`src/rtl/result_argmax.sv`:
```
// Argmax over one inference's class scores, buffered then scanned.
// Optional feature: RESULT_STREAM_EN streams buffer entries during the scan.
module result_argmax #(
    parameter int DATA_W    = 16,
    parameter int NUM_CLASS = 10
) (
    input  logic              clk,
    input  logic              reset,
    input  logic              chip_en,
    input  logic              result_write_en,
    input  logic              result_read_en,
    input  logic [DATA_W-1:0] score_in,
    output logic [3:0]        class_idx,
    output logic [DATA_W-1:0] max_score,
    output logic              class_valid,
    output logic              ovf_err,
    output logic              abort_err,
    output logic [DATA_W-1:0] score_out,
    output logic              score_out_valid
);

    localparam int CW = $clog2(NUM_CLASS + 1);
    localparam int IW = $clog2(NUM_CLASS);
    localparam logic [CW-1:0] NC  = CW'(NUM_CLASS);
    localparam logic [CW-1:0] ONE = CW'(1);

    typedef enum logic [2:0] {
        IDLE,
        CAPTURE,
        WAIT,
        SCAN,
        DONE
    } state_t;

    state_t state;

    logic [CW-1:0] wr_cnt;
    logic [CW-1:0] rd_idx;

    logic signed [DATA_W-1:0] score_buf [NUM_CLASS];
    logic signed [DATA_W-1:0] best;
    logic signed [DATA_W-1:0] cand;
    logic signed [DATA_W-1:0] win_score;
    logic [3:0]               best_idx;
    logic [3:0]               win_idx;

    logic          wr_en;
    logic [IW-1:0] wr_addr;

    // Strictly-greater replacement keeps the lowest index on ties
    always_comb begin
        cand      = score_buf[rd_idx[IW-1:0]];
        win_score = best;
        win_idx   = best_idx;
        if (cand > best) begin
            win_score = cand;
            win_idx   = 4'(rd_idx);
        end
    end

    always_comb begin
        wr_en   = 1'b0;
        wr_addr = '0;
        if (chip_en && result_write_en) begin
            if (state == IDLE) begin
                wr_en = 1'b1;
            end else if (state == CAPTURE && wr_cnt < NC) begin
                wr_en   = 1'b1;
                wr_addr = wr_cnt[IW-1:0];
            end
        end
    end

    // Buffer contents are don't-care after reset, so no reset here
    always_ff @(posedge clk) begin
        if (wr_en) begin
            score_buf[wr_addr] <= score_in;
        end
    end

    always_ff @(posedge clk or negedge reset) begin
        if (!reset) begin
            state       <= IDLE;
            wr_cnt      <= '0;
            rd_idx      <= '0;
            best        <= '0;
            best_idx    <= '0;
            class_idx   <= '0;
            max_score   <= '0;
            class_valid <= 1'b0;
            ovf_err     <= 1'b0;
            abort_err   <= 1'b0;
        end else if (!chip_en) begin
            state       <= IDLE;
            wr_cnt      <= '0;
            rd_idx      <= '0;
            class_valid <= 1'b0;
            ovf_err     <= 1'b0;
            abort_err   <= 1'b0;
        end else begin
            class_valid <= 1'b0;
            unique case (state)
                IDLE: begin
                    if (result_write_en) begin
                        wr_cnt <= ONE;
                        state  <= CAPTURE;
                    end
                end
                CAPTURE: begin
                    if (result_write_en) begin
                        if (wr_cnt < NC) wr_cnt <= wr_cnt + ONE;
                        else             ovf_err <= 1'b1;
                    end else begin
                        state <= WAIT;
                    end
                end
                WAIT: begin
                    if (result_read_en) begin
                        best     <= score_buf[0];
                        best_idx <= '0;
                        rd_idx   <= ONE;
                        if (wr_cnt == ONE) begin
                            state       <= DONE;
                            class_idx   <= '0;
                            max_score   <= score_buf[0];
                            class_valid <= 1'b1;
                        end else begin
                            state <= SCAN;
                        end
                    end
                end
                SCAN: begin
                    if (result_read_en) begin
                        best     <= win_score;
                        best_idx <= win_idx;
                        if (rd_idx == wr_cnt - ONE) begin
                            state       <= DONE;
                            class_idx   <= win_idx;
                            max_score   <= win_score;
                            class_valid <= 1'b1;
                        end else begin
                            rd_idx <= rd_idx + ONE;
                        end
                    end else begin
                        abort_err <= 1'b1;
                        state     <= IDLE;
                    end
                end
                DONE: state <= IDLE;
                default: state <= IDLE;
            endcase
        end
    end

`ifdef RESULT_STREAM_EN
    // Each edge emits the entry it consumes, so the stream lags by one
    always_ff @(posedge clk or negedge reset) begin
        if (!reset) begin
            score_out       <= '0;
            score_out_valid <= 1'b0;
        end else if (chip_en && result_read_en && state == WAIT) begin
            score_out       <= score_buf[0];
            score_out_valid <= 1'b1;
        end else if (chip_en && result_read_en && state == SCAN) begin
            score_out       <= cand;
            score_out_valid <= 1'b1;
        end else begin
            score_out       <= '0;
            score_out_valid <= 1'b0;
        end
    end
`else
    assign score_out       = '0;
    assign score_out_valid = 1'b0;
`endif

endmodule

```
`config.mk`:
```
export PLATFORM = sky130hd
export DESIGN_NAME = result_argmax
export DESIGN_NICKNAME = d
export VERILOG_FILES = /design/src/rtl/result_argmax.sv
export SDC_FILE = /design/constraint.sdc
export NUM_CORES = 1
export LEC_CHECK = 0
export CORE_ASPECT_RATIO = 0.5
export CORE_MARGIN = 8
export CORE_UTILIZATION = 64
export CTS_CLUSTER_SIZE = 14
export DETAILED_ROUTE_END_ITERATION = 6
export GPL_TIMING_DRIVEN = 0
export PLACE_DENSITY = 0.85
export SYNTH_ARGS = -nofsm -noshare
export SYNTH_HDL_FRONTEND = slang
export SYNTH_SLANG_ARGS = --single-unit
```
`constraint.sdc`:
```
create_clock -name clk -period 11.8 [get_ports clk]
set_clock_uncertainty 0.2 [all_clocks]
set_input_delay 1.77 -clock clk [delete_from_list [all_inputs] [get_ports clk]]
set_output_delay 1.77 -clock clk [all_outputs]
set_load 0.01 [all_outputs]
```
# --- Yosys cells after proc, flatten, opt, wreduce, memory -nomap -nowiden ---
# Memories as Yosys holds them, arrays and structs flattened.
# Cells that the tools add are included.
op_classes:
  eq_ne: 24
  reduce_logical: 11
  n_addsub: 3
  order_cmp: 2
  muxes: 57
op_table:
  columns: ["op", "n"]
  rows:
  - ["16-bit 2-to-1 mux", 7]
  - ["4-bit 2-to-1 mux", 18]
  - ["16-bit one-hot mux with 2 select lines", 2]
  - ["4-bit one-hot mux with 2 select lines", 4]
  - ["3-bit 2-to-1 mux", 7]
  - ["3-bit inequality test, second input constant", 6]
  - ["1-bit 2-to-1 mux", 17]
  - ["16-bit > comparator", 1]
  - ["4-bit AND reduction", 4]
  - ["2-bit inequality test, second input constant", 6]
  - ["3-bit one-hot mux with 4 select lines", 1]
  - ["4-bit by 1-bit adder with 4-bit output, second input constant", 2]
  - ["3-bit by 2-bit == test with 1-bit output, second input constant", 2]
  - ["2-bit by 1-bit inequality test with 1-bit output, second input constant", 3]
  - ["3-bit by 1-bit inequality test with 1-bit output, second input constant", 2]
  - ["6-bit AND reduction", 1]
  - ["4-bit by 1-bit == test with 1-bit output, second input constant", 1]
  - ["4-bit == test", 1]
  - ["4-bit < comparator, second input constant", 1]
  - ["4-bit inequality test, second input constant", 1]
  - ["4-bit by 1-bit subtractor with 4-bit output, second input constant", 1]
  - ["3-bit by 1-bit == test with 1-bit output, second input constant", 1]
  - ["3-bit logical NOT", 1]
  - ["3-bit by 2-bit inequality test with 1-bit output, second input constant", 1]
  - ["other kinds (5)", 6]
word_totals:
  ramBits: 160
  output_inout_bits: 40
  elab_cells: 108
  n_memories: 1
  regBits: 54
  input_bits: 21
mem_list:
  columns: ["memory", "depth", "word_bits", "rd", "rd_ports_with_merged_regs", "write_ports", "line", "rtl"]
  rows:
  - ["score_buf", 10, 16, 2, 0, 1, "40", "logic signed [DATA_W-1:0] score_buf [NUM_CLASS];"]

# --- Depth between registers and ports, before layout ---
logic_depth:
  ltp_word: 7
  depth_mapped: 16
  mapped_depth_nobuf: 11

# --- Worst setup path after synthesis ---
# Ideal clock, no wire load.
synth_path:
  kind: "input-to-reg"
  start: "input port chip_en"
  end: "memory score_buf[2][0] (enable)"
  path_buffers: 0
  setup_ps: 430
  required_ps: 11170
  slack_ps: 7337
  stages: 4
  arrival_ps: 3833
  cell_sequence: "nand2b_1 -> nor3_1 -> nand2_1 -> nor4_1"
synth_between:
  elab_chain_cells: 4
  elab_cells_between_ends: 5
  classes_between: "mux (4); reduce/logical (1)"
synth_lines:
  columns: ["item", "line", "rtl"]
  rows:
  - ["start: declaration", "9", "input logic chip_en,"]
  - ["1-bit logical AND (*)", "64", "if (chip_en && result_write_en) begin"]
  - ["1-bit 2-to-1 mux", "64", null]
  - ["1-bit 2-to-1 mux", "76", "if (wr_en) begin"]
  - ["1-bit 2-to-1 mux (not written as such)", "77", "score_buf[wr_addr] <= score_in;"]
  - ["end: declaration", "40", null]
# Mark *: on every way between the ends. The rest lies on a longest branch, timed or not.

# --- Worst setup path in the final report ---
layout_path:
  start: "register rd_idx[3]"
  end: "register max_score[8]"
layout_between:
  elab_chain_cells: 6
  elab_cells_between_ends: 9
  classes_between: "order compare (1); eq/ne (2); mux (4); reduce/logical (1); memory (1)"
layout_lines:
  columns: ["item", "line", "rtl"]
  rows:
  - ["start: declaration", "38", "logic [CW-1:0] rd_idx;"]
  - ["start signal: assignment", "142", "rd_idx <= rd_idx + ONE;"]
  - ["memory 10 x 16 bit", null, null]
  - ["16-bit > comparator", "55", "if (cand > best) begin"]
  - ["16-bit 2-to-1 mux", "55", null]
  - ["16-bit 2-to-1 mux", "136", "if (rd_idx == wr_cnt - ONE) begin"]
  - ["16-bit 2-to-1 mux", "133", "if (result_read_en) begin"]
  - ["16-bit one-hot mux with 2 select lines", "102", "unique case (state)"]
  - ["end signal: assignment", "125", "max_score <= score_buf[0];"]
  - ["end signal: assignment", "139", "max_score <= win_score;"]
  - ["end: declaration", "14", "output logic [DATA_W-1:0] max_score,"]
# Several ways; a longest one is shown, not always the timed one. The select of a mux whose other input is x is not followed.
# A chain may end at the register's enable or synchronous reset.

==> results_dict.tcl <==
set metrics [dict create \
    row_count 31 \
    slew_headroom_pct 29.34 \
    core_um2 14470 \
    powerDensity_nw_per_um2 156.8 \
    postSynthCellCount 644 \
    wl_per_cell_um 26.46 \
    post_cts_buffers 0 \
    critPathMaxStageDelay_ns 0.67 \
    overflow 0 \
    dpl.cell_count 911 \
    viasPerCell 6.738 \
    whs_ns 0.2884 \
    layout_min_cycle_time_ns 4.645 \
    io_buffers 43 \
    remaining_drc_errors 0 \
    worst_path_most_repeated_cell "clkbuf_1" \
    crit_chain "clkbuf_1 -> nor2b_1 -> clkbuf_1 -> a22oi_1 -> nand2_1 -> ha_1 -> nand4_1 -> a2111o_1 -> a31oi_2 -> buf_2 -> mux2i_1 -> o211ai_1" \
    synth_warnings 0 \
    grt_max_degree 37 \
    cts_tree "built" \
    drt-total-wl_um 25060 \
    num_vias 6381 \
    dpl.hpwl_um 16130 \
    synth-simple-area-share_pct 8.441 \
    min_path_cells 1 \
    ys.flop_type "edfxtp_1" \
    final_cells 947 \
    clock.fmax_ghz 0.2153 \
    finalHoldViolations 0 \
    die_w_um 187.9 \
    required_ns 11.96 \
    cts_root_buf "clkbuf_16" \
    fin_nets 776 \
    grt_pass1_vias 6389 \
    synthXorXnorAreaFrac_pct 0.4631 \
    arrival_ns 4.81 \
    post_synth_num_cell_types 55 \
    finalMaxSlewViolations 0 \
    worst_slew_pin_slew_ns 1.054 \
    rsz0062_at_grt "false" \
    die_h_um 102.0 \
    drv_cap 0 \
    place_congestion 0.9183 \
    synth_area_per_cell_um2 14.68 \
    place_area_um2 10350 \
    ctsHoldBuffers 0 \
    cp-end-kind "flop" \
    ir_worst_vdd_mv 0.1946 \
    drt_iter0_drc 784 \
    async_reset_ff_share_pct 25.23 \
    fill_cells 855 \
    p_leak_nw 4.047 \
    synth-compound-area-share_pct 10.39 \
    synth_top_family_by_area "compound AO/OA/AOI/OAI gates" \
    dieArea_um2 19160 \
    clkTransAtPathRegs_ns 0.07 \
    clock_latency_ns 0.52 \
    cp-start-kind "flop" \
    synth.mux.area_fraction_pct 8.891 \
    fin_crit_sh_pct 39.37 \
    area_delta_synth_final_pct 16.83 \
    finalSetupViolations 0 \
    reg2regPathDepth 12 \
    start_util_pct 65.36 \
    seq_area_frac_synth_pct 65.10 \
    firstDrtPassIters 5 \
    stdcell_area_um2 11050 \
    criticalPathCategory "reg -> reg" \
    insertedDiodeCount 0 \
    crit_fanout 10 \
    cts-htree-levels 1 \
    clkSinkCount 214 \
    ios 61 \
    syn-cell-area_um2 9457 \
    cts_buffer_depth 3 \
    track_usage_pct 26.18 \
    status "finished clean" \
    slowest_stage "nor2b_1" \
    layout-drive-gt1-share_pct 17.09 \
    synth-seq-cells 214 \
    finalSetupTns_ns 0 \
    synth_edf_count 160 \
    numCtsBuffers 20 \
    synthAdderAreaFrac_pct 2.646 \
    antenna_found_initial 0 \
    antenna_left 0 \
    grt_pass1_wl_um 37940 \
    cts-resized-gates 0 \
    hold_class "reg -> reg" \
]
-- placed cells by master, fill, tap and decap left out, types with 21 or more instances in the layout --
cell             instances
edfxtp_1               160
nand2_1                 54
dfrtp_1                 54
clkdlybuf4s50_1         42
mux4_2                  32
o211ai_1                23
nand3_1                 23
inv_1                   22
clkbuf_1                22
clkbuf_16               21
-- flip-flops by register name, indices dropped and copies added (netlist names) --
| name | flops |
|---|---|
| abort_err | 1 |
| best | 16 |
| best_idx | 4 |
| class_idx | 4 |
| class_valid | 1 |
| max_score | 16 |
| ovf_err | 1 |
| rd_idx | 4 |
| score_buf | 160 |
| state | 3 |
| wr_cnt | 4 |
-- metrics by stage --
stage                     setup slack, ns  power [mW]  utilization (%)
after CTS                           7.279       1.729            76.36
final                               7.155       1.733            76.36
after global routing                7.082       1.785            76.36
after detailed placement            6.840       1.063            71.56
after floorplan                     7.337      0.9899                -
after global placement              5.134       1.055            70.47
-- report_power, final --
part / total [mW] / leakage, nW / internal (mW) / switching (mW)
registers: 0.860 / 2.17 / 0.838 / 0.0224
clock network: 0.677 / 0.338 / 0.391 / 0.286
logic: 0.195 / 1.53 / 0.0870 / 0.108
-- worst max-delay path, delay by kind of cell, from the launching register on --
| kind | cells | cell delay [ns] |
|---|---|---|
| buffers and inverters | 3 | 1.26 |
| AO/OA/AOI/OAI | 4 | 1.11 |
| AND/OR/NAND/NOR | 3 | 1.06 |
| flip-flops | 1 | 0.36 |
| multiplexers | 1 | 0.30 |
| adder cells (fa/ha/maj) | 1 | 0.20 |
-- path summary, 6_finish.rpt --
path / from / endpoint / slack, ns
worst min-delay path: class_idx[0] / class_idx[0] / 0.29
worst max register to register: rd_idx[3] / max_score[8] / 7.15
max in group asynchronous: reset / class_idx[1] / 9.82
min in group asynchronous: reset / best[4] / 1.01
worst min register to register: class_idx[0] / class_idx[0] / 0.29
worst max-delay path: rd_idx[3] / max_score[8] / 7.15
-- cell families (layout without fill, tap and decap cells) --
kind of cell | after synthesis | after routing
flip-flops | 214 | 214
AND/OR/NAND/NOR | 157 | 157
AO/OA/AOI/OAI | 128 | 128
buffers and inverters | 75 | 164
multiplexers | 44 | 44
adder cells (fa/ha/maj) | 20 | 20
XOR/XNOR | 5 | 5
other | 1 | 17
-- cell usage after synthesis, types with 4 or more instances --
| library cell | instances | area, um^2 |
|---|---|---|
| nand2b_1 | 17 | 106.4 |
| dfrtp_1 | 54 | 1351 |
| and2_1 | 17 | 106.4 |
| mux4_2 | 32 | 720.7 |
| nor2_1 | 18 | 67.56 |
| a22o_1 | 5 | 43.79 |
| o311ai_0 | 10 | 87.58 |
| mux2i_1 | 12 | 120.1 |
| inv_1 | 22 | 82.58 |
| ha_1 | 20 | 250.2 |
| a21oi_1 | 15 | 75.07 |
| nor2b_1 | 4 | 25.02 |
| nand2_1 | 54 | 202.7 |
| o2bb2ai_1 | 4 | 35.03 |
| buf_4 | 18 | 135.1 |
| buf_2 | 14 | 70.07 |
| o21ai_0 | 12 | 60.06 |
| clkbuf_1 | 16 | 60.06 |
| nand3_1 | 23 | 115.1 |
| a2bb2oi_1 | 11 | 96.34 |
| a22oi_1 | 15 | 112.6 |
| edfxtp_1 | 160 | 4805 |
| a221o_1 | 16 | 160.2 |
| nand4_1 | 5 | 31.28 |
| o211ai_1 | 23 | 172.7 |
-- metal layers --
metal | wire (um) | up-vias | track usage [%]
met2 | 11200 | 534 | 41.64
met4 | 668 | 0 | 7.762
met5 | 0 | - | 0
met1 | 9665 | 3126 | 34.43
li1 | - | 2650 | -
met3 | 3528 | 71 | 8.549
-- final cells by class --
| cell class | instances | area [um^2] | share of cell area, % |
|---|---|---|---|
| clock buffers | 33 | 630.6 | 5.708 |
| well taps | 198 | 247.7 | 2.242 |
| multi-input cells | 371 | 3013 | 27.27 |
| flip-flops and latches | 214 | 6156 | 55.72 |
| clock inverters | 3 | 65.06 | 0.5889 |
| inverters | 22 | 82.58 | 0.7475 |
| plain buffers | 53 | 299.0 | 2.707 |
| repair buffers | 53 | 554.3 | 5.017 |
(Power assumes the default switching activity.)
